===== src/rtl/calc_operand_entry.sv =====
// Keypad-side operand sequencer for the calculator datapath.
// Builds decimal operand A, latches an operator, builds operand B, and on '='
// issues a one-cycle go strobe with A/B/op held stable for the arithmetic units.
// Divide-by-zero is caught here and parked in ERR until CLR.
module calc_operand_entry #(
  parameter int MAX_VAL = 15
) (
  input  logic       clk,
  input  logic       rst,
  input  logic       key_valid,
  input  logic [3:0] key_code,
  output logic       A1,
  output logic       A2,
  output logic       A3,
  output logic       A4,
  output logic       B1,
  output logic       B2,
  output logic       B3,
  output logic       B4,
  output logic [1:0] op_sel,
  output logic       go,
  output logic       div_by_zero,
  output logic       key_err,
  output logic [1:0] state_o
);

  typedef enum logic [1:0] {
    ENT_A = 2'b00,
    ENT_B = 2'b01,
    DONE  = 2'b10,
    ERR   = 2'b11
  } state_t;

  localparam logic [3:0] KEY_ADD = 4'd10;
  localparam logic [3:0] KEY_DIV = 4'd13;
  localparam logic [3:0] KEY_EQ  = 4'd14;
  localparam logic [3:0] KEY_CLR = 4'd15;
  localparam logic [7:0] MAX8    = 8'(MAX_VAL);

  state_t     state, state_n;
  logic [3:0] a_val, a_n;
  logic [3:0] b_val, b_n;
  logic       a_seen, a_seen_n;
  logic       b_seen, b_seen_n;
  logic [1:0] op_q, op_n;
  logic       go_q, go_n;
  logic       dbz_q, dbz_n;
  logic       kerr_q, kerr_n;

  // Candidate values after appending the pressed digit; 8 bits holds 15*10+9.
  logic [7:0] a_acc, b_acc;
  logic [3:0] op_full;
  logic       is_digit, is_op;

  assign a_acc    = {4'b0, a_val} * 8'd10 + {4'b0, key_code};
  assign b_acc    = {4'b0, b_val} * 8'd10 + {4'b0, key_code};
  assign op_full  = key_code - KEY_ADD;
  assign is_digit = (key_code <= 4'd9);
  assign is_op    = (key_code >= KEY_ADD) && (key_code <= KEY_DIV);

  // State register: every output comes straight from these flops.
  always_ff @(posedge clk) begin
    if (rst) begin
      state  <= ENT_A;
      a_val  <= '0;
      b_val  <= '0;
      a_seen <= 1'b0;
      b_seen <= 1'b0;
      op_q   <= 2'b00;
      go_q   <= 1'b0;
      dbz_q  <= 1'b0;
      kerr_q <= 1'b0;
    end else begin
      state  <= state_n;
      a_val  <= a_n;
      b_val  <= b_n;
      a_seen <= a_seen_n;
      b_seen <= b_seen_n;
      op_q   <= op_n;
      go_q   <= go_n;
      dbz_q  <= dbz_n;
      kerr_q <= kerr_n;
    end
  end

  // Key interpretation per state; pulses default low, everything else holds.
  always_comb begin
    logic do_clear;
    state_n  = state;
    a_n      = a_val;
    b_n      = b_val;
    a_seen_n = a_seen;
    b_seen_n = b_seen;
    op_n     = op_q;
    dbz_n    = dbz_q;
    go_n     = 1'b0;
    kerr_n   = 1'b0;
    do_clear = 1'b0;

    if (key_valid) begin
      case (state)
        ENT_A: begin
          if (is_digit) begin
            if (a_acc <= MAX8) begin
              a_n      = a_acc[3:0];
              a_seen_n = 1'b1;
            end else begin
              kerr_n = 1'b1;
            end
          end else if (is_op) begin
            op_n     = op_full[1:0];
            b_n      = '0;
            b_seen_n = 1'b0;
            state_n  = ENT_B;
          end else if (key_code == KEY_CLR) begin
            do_clear = 1'b1;
          end
        end
        ENT_B: begin
          if (is_digit) begin
            if (b_acc <= MAX8) begin
              b_n      = b_acc[3:0];
              b_seen_n = 1'b1;
            end else begin
              kerr_n = 1'b1;
            end
          end else if (is_op) begin
            op_n = op_full[1:0];
          end else if (key_code == KEY_EQ) begin
            if (b_seen) begin
              if (op_q == 2'b11 && b_val == 4'd0) begin
                dbz_n   = 1'b1;
                state_n = ERR;
              end else begin
                go_n    = 1'b1;
                state_n = DONE;
              end
            end
          end else begin
            do_clear = 1'b1;
          end
        end
        DONE: begin
          if (is_digit) begin
            a_n      = key_code;
            a_seen_n = 1'b1;
            b_n      = '0;
            b_seen_n = 1'b0;
            state_n  = ENT_A;
          end else if (key_code == KEY_CLR) begin
            do_clear = 1'b1;
          end
        end
        ERR: begin
          if (key_code == KEY_CLR) begin
            do_clear = 1'b1;
          end
        end
        default: state_n = ENT_A;
      endcase
    end

    if (do_clear) begin
      state_n  = ENT_A;
      a_n      = '0;
      b_n      = '0;
      a_seen_n = 1'b0;
      b_seen_n = 1'b0;
      op_n     = 2'b00;
      dbz_n    = 1'b0;
    end
  end

  assign A1          = a_val[0];
  assign A2          = a_val[1];
  assign A3          = a_val[2];
  assign A4          = a_val[3];
  assign B1          = b_val[0];
  assign B2          = b_val[1];
  assign B3          = b_val[2];
  assign B4          = b_val[3];
  assign op_sel      = op_q;
  assign go          = go_q;
  assign div_by_zero = dbz_q;
  assign key_err     = kerr_q;
  assign state_o     = state;

endmodule

===== config.mk =====
export PLATFORM = sky130hd
export DESIGN_NAME = calc_operand_entry
export DESIGN_NICKNAME = d
export VERILOG_FILES = /design/src/rtl/calc_operand_entry.sv
export SDC_FILE = /design/constraint.sdc
export NUM_CORES = 1
export LEC_CHECK = 0
export BUFFER_PORTS_ARGS = -buffer_cell sky130_fd_sc_hd__clkbuf_2
export CORE_MARGIN = 2
export CORE_UTILIZATION = 46
export CTS_CLUSTER_SIZE = 40
export DETAILED_ROUTE_END_ITERATION = 8
export GPL_ROUTABILITY_DRIVEN = 0
export PLACE_DENSITY = 0.73
export SYNTH_ARGS = -nofsm -noshare
export SYNTH_HDL_FRONTEND = slang
export SYNTH_SLANG_ARGS = --single-unit

===== constraint.sdc =====
create_clock -name clk -period 3.1 [get_ports clk]
set_input_delay 0.155 -clock clk [delete_from_list [all_inputs] [get_ports clk]]
set_output_delay 0.155 -clock clk [all_outputs]
set_load 0.05 [all_outputs]

# After elaboration in Yosys (flattened, before gate mapping)
# Cells that the tools add are included.
# classes
add_sub_neg	3
multipliers	2
n_lt_le_gt_ge	5
n_eq_ne	17
n_mux	40
bitwise_logic	6
n_reduce_logical	15
# op_table
cell	count
4-bit two-way mux	8
2-bit != test (second input constant)	11
1-bit two-way mux	19
8-bit by 4-bit adder with 8-bit output	2
8-bit by 4-bit <= comparator with 1-bit output (second input constant)	2
4-bit by 3-bit multiplier with 7-bit output (second input constant)	2
2-bit two-way mux	7
7-bit AND reduction	2
4-bit one-hot mux with 3 select lines	1
9-bit AND reduction	1
4-bit == test (second input constant)	2
4-bit <= comparator (second input constant)	2
4-bit one-hot mux with 2 select lines	1
7-bit OR reduction	1
2-bit == test (second input constant)	3
1-bit inverter	6
2-bit one-hot mux with 3 select lines	1
2-bit OR reduction	3
5-bit AND reduction	1
4-bit greater-or-equal comparator (second input constant)	1
4-bit logical NOT	1
1-bit one-hot mux with 4 select lines	1
4-bit AND reduction	1
1-bit one-hot mux with 3 select lines	1
7 further kinds	8
# totals
regBits	16
word_cells	96

# Depth between registers and ports, before layout
# Gate-level depths: netlist of run 1.
# logic_depth
ltp_word	8
depth_mapped	9

# Worst setup path after synthesis of run 1
# Ideal clock, no wire load.
# synth_timing
path_type	register to register
startpoint	register a_val[1]
endpoint	register a_val[1]
setup_ps	86
arrival_time_ps	2785
required_ps	3014
setup_slack_ps	230
path_stages_with_launch	9
period_less_slack_ps	2870
path_cell_list	dfxtp_1 > ha_1 > ha_1 > inv_1 > fa_1 > or3_1 > a22o_4 > a21o_1 > a211oi_1
# synth_via
elab_chain_len	5
# synth_rtl
element	line	rtl
start, declared	41	logic [3:0] a_val, a_n;
start signal, assigned	75	a_val <= a_n;
4-bit by 3-bit multiplier with 7-bit output	55	assign a_acc = {4'b0, a_val} * 8'd10 + {4'b0, key_code};
8-bit by 4-bit adder with 8-bit output	55	
8-bit by 4-bit <= comparator with 1-bit output	104	if (a_acc <= MAX8) begin
2-bit != test (no line)	--	
5-bit AND reduction (no line)	--	
# No other way between the ends.
# A chain may end at the register's enable or synchronous reset.

# Worst setup path after layout of run 1
# layout_timing
startpoint	register b_val[1]
endpoint	register b_val[1]
# layout_via
elab_chain_len	5
# layout_rtl
element	line	rtl
start, declared	42	logic [3:0] b_val, b_n;
start signal, assigned	76	b_val <= b_n;
4-bit by 3-bit multiplier with 7-bit output	56	assign b_acc = {4'b0, b_val} * 8'd10 + {4'b0, key_code};
8-bit by 4-bit adder with 8-bit output	56	
8-bit by 4-bit <= comparator with 1-bit output	121	if (b_acc <= MAX8) begin
2-bit != test (no line)	--	
7-bit AND reduction (no line)	--	
# No other way between the ends.

==> results of run 1 <==
## path summary, 6_finish.rpt
check / endpoint / slack (ps) / cells after the start
min: go$_SDFF_PP0_ / 40 / 2
max: b_val[1]$_SDFFE_PP0P_ / 390 / 8
min reg2reg: op_sel[1]$_SDFFE_PP0P_ / 530 / 2
max reg2reg: b_val[1]$_SDFFE_PP0P_ / 390 / 8
## stage by stage
step | instance area (um^2) | power, mW | setup WS, ps | hold slack [ps] | utilization (%)
global route | 1480 | 1.047 | 181.4 | 36.49 | 53.68
finish | 1480 | 0.9610 | 393.3 | 40.47 | 53.68
floorplan | 1333 | 0.7320 | 229.5 | 233.5 | -
CTS | 1480 | 0.9707 | 358.4 | 27.81 | 53.68
global placement | 1458 | 0.8364 | 484.1 | 340.8 | 52.86
detailed placement | 1458 | 0.8598 | 383.4 | 345.0 | 52.86
## layout make-up
| cell class | instances | share of cell area [%] |
|---|---|---|
| Sequential cell | 16 | 21.64 |
| Timing Repair Buffer | 21 | 7.101 |
| Multi-Input combinational cell | 118 | 64.33 |
| Inverter | 11 | 2.790 |
| Clock buffer | 3 | 1.522 |
| Tap cell | 31 | 2.620 |
## flip-flops by register name, indices dropped and copies added (netlist names)
| name | cells |
|---|---|
| a_val | 4 |
| b_seen | 1 |
| b_val | 4 |
| div_by_zero | 1 |
| go | 1 |
| key_err | 1 |
| op_sel | 2 |
| state_o | 2 |
## metal layers
layer | GRT usage [%] | wire, um | vias to the layer above
met5 | 0 | 0 | -
met4 | 5.980 | 33 | 0
met3 | 4.018 | 135 | 5
met2 | 36.36 | 1568 | 30
met1 | 25.52 | 1350 | 583
li1 | - | - | 611
## cells by family (layout without fill, tap and decap cells)
group / Yosys count / after routing / synth area share, %
simple gates: 48 / 48 / 21.22
compound gates: 46 / 46 / 26.76
fa+ha+maj: 18 / 18 / 19.16
flops: 16 / 16 / 24.04
buf+inv: 14 / 35 / 4.506
xor+xnor: 3 / 3 / 1.972
mux: 3 / 3 / 2.347
## cell usage in the layout, fill, tap and decap left out, drive strengths merged, types with 4 or more instances in the layout
master	synthesis	final
clkbuf	1	24
dfxtp	16	16
ha	14	14
inv	11	11
nor2	9	9
nand2	7	7
a21oi	7	7
nand3	6	6
o21ai	6	6
a211oi	5	5
nor2b	4	4
and3	4	4
o211ai	4	4
fa	4	4
## power by group
group          internal [mW]  switching, mW
combinational          0.231          0.350
clock                 0.0452         0.0604
sequential             0.235         0.0397
## critical path, cell delays in order (launching register included)
cell and delay [ps]:
sky130_fd_sc_hd__dfxtp_1 460, sky130_fd_sc_hd__ha_1 280, sky130_fd_sc_hd__ha_1 230, sky130_fd_sc_hd__fa_1 560, sky130_fd_sc_hd__o211ai_1 90, sky130_fd_sc_hd__or3_1 310
sky130_fd_sc_hd__o41a_1 170, sky130_fd_sc_hd__nor4_2 380, sky130_fd_sc_hd__o2bb2ai_1 170
==> impl_metrics.yaml, run 1 <==
pwr:
  power-per-cell-area_nw_per_um2: 649.3
  leakagePower_nw: 0.6459
  ir_worst_vdd_uv: 441.0
place:
  dp_hpwl_um: 2505
  place.port_buffers: 21
  dp.cells: 197
clock_tree:
  root_buffer: "sky130_fd_sc_hd__clkbuf_4"
  cts_htree_levels: 1
  cts-buffers-inserted: 3
  cts_tree: "done"
  clock_sinks: 16
  post_cts_hold_buffer_count: 0
  ctsLongestPathBuffers: 2
  worst_skew_pair.late_latency_ps: 280
  clk_pin_slew_ps: 80
  cts_post_setup_buffers_inserted: 0
  post_cts_resize_count: 0
setup_path:
  worstSetupStartpoint: "b_val[1]$_SDFFE_PP0P_"
  worstReg2RegStart: "b_val[1]$_SDFFE_PP0P_"
  timing.setup.critical_path_class: "flip-flop to flip-flop"
  end_kind: "flip-flop"
  critical_path.startpoint_type: "flip-flop"
  crit_path_max_fanout: 6
  timing.critical_path.required_ps: 3310
  worst-endpoint-arrival_ps: 2920
die:
  ioPinCount: 22
  floorplan.die.height_um: 57.82
  initial_core_util_pct: 48.32
  design.core.area_um2: 2758
  floorplan_die_area_um2: 3343
  row_count: 19
  dieWidth_um: 57.82
synth:
  netlist-cell-type-count: 50
  yosysWarnings: 0
  number_of_enable_flip_flop_cells_after_synthesis: 0
  synth_top_cell_area_share_pct: 24.04
  yosys-top-cells-area: "sky130_fd_sc_hd__dfxtp_1 24%, sky130_fd_sc_hd__ha_1 13%, sky130_fd_sc_hd__fa_1 6.0%, sky130_fd_sc_hd__inv_1 3.1%, sky130_fd_sc_hd__a211oi_1 2.8%"
  avgSynthCellArea_um2: 9.004
  synth_flop_cell: "sky130_fd_sc_hd__dfxtp_1"
  synthMostInstantiatedCell: "sky130_fd_sc_hd__dfxtp_1"
  synth_cell_area_um2: 1333
  yosysSeqAreaShare_pct: 24.04
  netlist_instances: 148
  async_set_or_reset_register_ratio_after_synthesis_pct: 0
  synth_seq_cells: 16
  largest_area_contributor_in_the_netlist: "sky130_fd_sc_hd__dfxtp_1"
  net_count_of_the_mapped_netlist: 173
  synth_common_cells: "16 x sky130_fd_sc_hd__dfxtp_1, 14 x sky130_fd_sc_hd__ha_1, 11 x sky130_fd_sc_hd__inv_1, 9 x sky130_fd_sc_hd__nor2_1"
run_status:
  outcome: "complete, no violations"
final_layout:
  layoutNonFillerInstCount: 200
  finalNetCount: 196
  fillerInstances: 276
  ff_latch_area_um2: 320.3
  post_route_cells_drive_above_1_share_pct: 20.12
  area_growth_pct: 11.08
  multi_input_gate_area_um2: 952.2
  antennaDiodeCount: 0
sta:
  worstMarginPinSlew_ps: 667.5
  achievable-frequency_mhz: 369.5
  fin_crit_ps: 2707
  report.final.slew_viol_count: 0
  final-setup-viol-count: 0
  clock_skew_ps: 2.454
  layout_worst_path_cycle_share_pct: 87.31
  final-hold-violation-count: 0
  finalSetupTns_ps: 0
  relative_max_transition_margin_pct: 55.12
  grt_setup_unrepaired: "no"
global_route:
  grt_antenna_before_repair: 0
  largest_net_degree_at_the_start_of_global_routing: 14
  groute.usage.overall_pct: 20.65
  grt_pass1_vias: 1211
  grt_pass1_wl_um: 5375
  grt-ovfl-total: 0
drt:
  drt_drc_violations_left: 0
  post_drt_wl_per_cell_um: 15.44
  detailedRoute.firstIterationViolations: 48
  routed_via_density: 6.145
  drt.antenna.violating_nets: 0
  drt_pass1_iterations: 4
  totalWireLength_um: 3088
  routed-via-count: 1229
min_path:
  hold_class: "input pin to flip-flop"
  worstHoldStart: "rst"
run:
  drv.max_cap_violation_count: 0
No activity file was read; power rests on OpenSTA's default activity.
==> run 2: changes to the inputs <==
--- a/constraint.sdc
+++ b/constraint.sdc
@@ -3,2 +3,2 @@
 set_output_delay 0.155 -clock clk [all_outputs]
-set_load 0.05 [all_outputs]
+set_load 0.1 [all_outputs]
==> run 2 against run 1 <==
Compared with the run above:
- via count is 0.49% higher
- worst setup slack better by 24 ps
- combinational power increased by 19%
- final area is 1.3% higher
- non-clock buffer count stayed put
- clock power rose by 42%
- register-to-register slack better by 20 ps
- sequential share of layout area is 0.063 points higher
- critical path type unchanged
- largest cell class unchanged
- highest routed layer unchanged
==> impl_metrics.yaml, run 2 (synthesis results as in run 1) <==
run_status:
  outcome: "complete, no violations"
setup_path:
  timing.critical_path.required_ps: 3340
  worst-endpoint-arrival_ps: 2920
  end_kind: "flip-flop"
  r2r_slack_ps: 420
  slowest_stage_cell_cp: "sky130_fd_sc_hd__fa_1"
  reg2reg_depth: 8
  critical_path.most_common_cell: "sky130_fd_sc_hd__ha_1"
  worstReg2RegStart: "b_val[1]$_SDFFE_PP0P_"
  crit_path_max_fanout: 6
  biggest_cell_delay_along_the_critical_path_ps: 560
  crit_path_cell_chain: "ha_1, ha_1, fa_1, o211ai_1, or3_1, o41a_1, nor4_2, o2bb2ai_1"
  critical_path.reg2reg.endpoint: "b_val[0]$_SDFFE_PP0P_"
  worst_path_dominant_cell_family: "adder cells"
  critical_path.startpoint_type: "flip-flop"
  crit_buf_inv: 0
  timing.setup.critical_path_class: "flip-flop to flip-flop"
global_route:
  grt_pass1_wl_um: 5547
  grt_antenna_before_repair: 0
  largest_net_degree_at_the_start_of_global_routing: 14
  groute.usage.overall_pct: 21.17
  grt_pass1_vias: 1217
  grt-ovfl-total: 0
final_layout:
  mostFrequentLayoutCell: "sky130_fd_sc_hd__clkbuf_2"
  final_cell_mix: "21 x sky130_fd_sc_hd__clkbuf_2, 14 x sky130_fd_sc_hd__ha_1, 12 x sky130_fd_sc_hd__dfxtp_1, 11 x sky130_fd_sc_hd__inv_1, 9 x sky130_fd_sc_hd__nor2_1"
  largest_registers_ranked_by_flip_flop_count: "a_val (4), b_val (4)"
  layoutNonFillerInstCount: 201
  fillerInstances: 269
  antennaDiodeCount: 0
  area_growth_pct: 12.49
  finalNetCount: 196
  post_route_cells_drive_above_1_share_pct: 22.94
min_path:
  whs_endpoint: "go$_SDFF_PP0_"
  holdPathStages: 2
  hold_class: "input pin to flip-flop"
  worstHoldStart: "rst"
drt:
  post_drt_wl_per_cell_um: 15.62
  detailedRoute.firstIterationViolations: 66
  drt_drc_violations_left: 0
  drt_pass1_iterations: 5
  routed-via-count: 1235
  drt.antenna.violating_nets: 0
  totalWireLength_um: 3139
  routed_via_density: 6.144
die:
  floorplan_die_area_um2: 3343
  floorplan.die.height_um: 57.82
  row_count: 19
  dieWidth_um: 57.82
  initial_core_util_pct: 48.32
  design.core.area_um2: 2758
  ioPinCount: 22
clock_tree:
  clk_pin_slew_ps: 110
  cts_htree_levels: 1
  cts-buffers-inserted: 3
  ctsLongestPathBuffers: 2
  clock_sinks: 16
  root_buffer: "sky130_fd_sc_hd__clkbuf_4"
  cts_post_setup_buffers_inserted: 0
  post_cts_hold_buffer_count: 0
  worst_skew_pair.late_latency_ps: 310
  cts_tree: "done"
  post_cts_resize_count: 0
pwr:
  combPwrFrac_pct: 61.7
  ir_worst_vdd_uv: 915.6
  switching_share_pct: 51.57
  p_switching_mw: 0.5757
  clock_power_share_pct: 13.4
  leakagePower_nw: 0.6550
  seqPwrFrac_pct: 24.9
  power-per-cell-area_nw_per_um2: 744.7
  p_int_mw: 0.5406
sta:
  layout_worst_path_cycle_share_pct: 86.53
  final-hold-violation-count: 0
  relative_max_transition_margin_pct: 56.22
  final-setup-viol-count: 0
  finalSetupTns_ps: 0
  clock_skew_ps: 14.25
  worstMarginPinSlew_ps: 651.1
  fin_crit_ps: 2683
  achievable-frequency_mhz: 372.8
  report.final.slew_viol_count: 0
  grt_setup_unrepaired: "no"
place:
  place.port_buffers: 21
  dp.cells: 197
  dp_hpwl_um: 2414
run:
  drv.max_cap_violation_count: 0
[run 2: worst reg2reg max path, cell delays in order, from the launching register on]
cell and delay, ps:
sky130_fd_sc_hd__dfxtp_2 370, sky130_fd_sc_hd__ha_1 300, sky130_fd_sc_hd__ha_1 220, sky130_fd_sc_hd__fa_1 560, sky130_fd_sc_hd__o211ai_1 100, sky130_fd_sc_hd__or3_1 310, sky130_fd_sc_hd__o41a_1 170, sky130_fd_sc_hd__nor4_2 410
sky130_fd_sc_hd__o2bb2ai_1 160
[run 2: layout make-up]
type,instances,area [um^2],share of cell area [%]
clock buffers,4,36.28,2.421
multi-input cells,118,952.2,63.52
flip-flops and latches,16,325.3,21.70
inverters,11,41.29,2.755
repair buffers,21,105.1,7.012
well taps,31,38.79,2.588
[run 2: worst max-delay path by stage]
stage | from | end | slack (ps) | cells past startpoint
after floorplan | a_val[0]$_SDFFE_PP0P_ | a_val[1]$_SDFFE_PP0P_ | 30 | 8
after global placement | a_val[1]$_SDFFE_PP0P_ | a_val[3]$_SDFFE_PP0P_ | 540 | 8
after detailed placement | b_val[1]$_SDFFE_PP0P_ | b_val[0]$_SDFFE_PP0P_ | 450 | 8
after CTS | b_val[1]$_SDFFE_PP0P_ | b_val[0]$_SDFFE_PP0P_ | 430 | 8
after global routing | b_val[1]$_SDFFE_PP0P_ | b_val[0]$_SDFFE_PP0P_ | 280 | 8
final | b_val[1]$_SDFFE_PP0P_ | b_val[0]$_SDFFE_PP0P_ | 420 | 8
[run 2: through the flow]
| stage | util, % | power [mW] | area [um^2] | setup WS, ps | hold WS, ps |
|---|---|---|---|---|---|
| floorplan | - | 0.8420 | 1338 | 29.06 | 233.5 |
| global placement | 53.04 | 0.9454 | 1463 | 538.7 | 352.0 |
| detailed placement | 53.04 | 0.9672 | 1463 | 447.8 | 346.0 |
| CTS | 54.36 | 1.119 | 1499 | 428.6 | 19.42 |
| global route | 54.36 | 1.191 | 1499 | 276.7 | 41.40 |
| finish | 54.36 | 1.116 | 1499 | 417.4 | 28.07 |
[run 2: power by group through the flow]
| stage | clock network, mW | logic, mW | registers, mW |
|---|---|---|---|
| after floorplan | 0 | 0.364 | 0.478 |
| after global placement | 0 | 0.665 | 0.280 |
| after detailed placement | 0 | 0.685 | 0.282 |
| after CTS | 0.153 | 0.689 | 0.278 |
| after global routing | 0.162 | 0.746 | 0.283 |
| final | 0.150 | 0.689 | 0.278 |
[run 2: layer usage]
layer  wire length [um]  GRT usage (%)  up-vias
met4                 70          9.302        0
met3                132          2.455        9
met2               1520          34.74       35
li1                   -              -      607
met5                  0              0        -
met1               1416          28.02      584
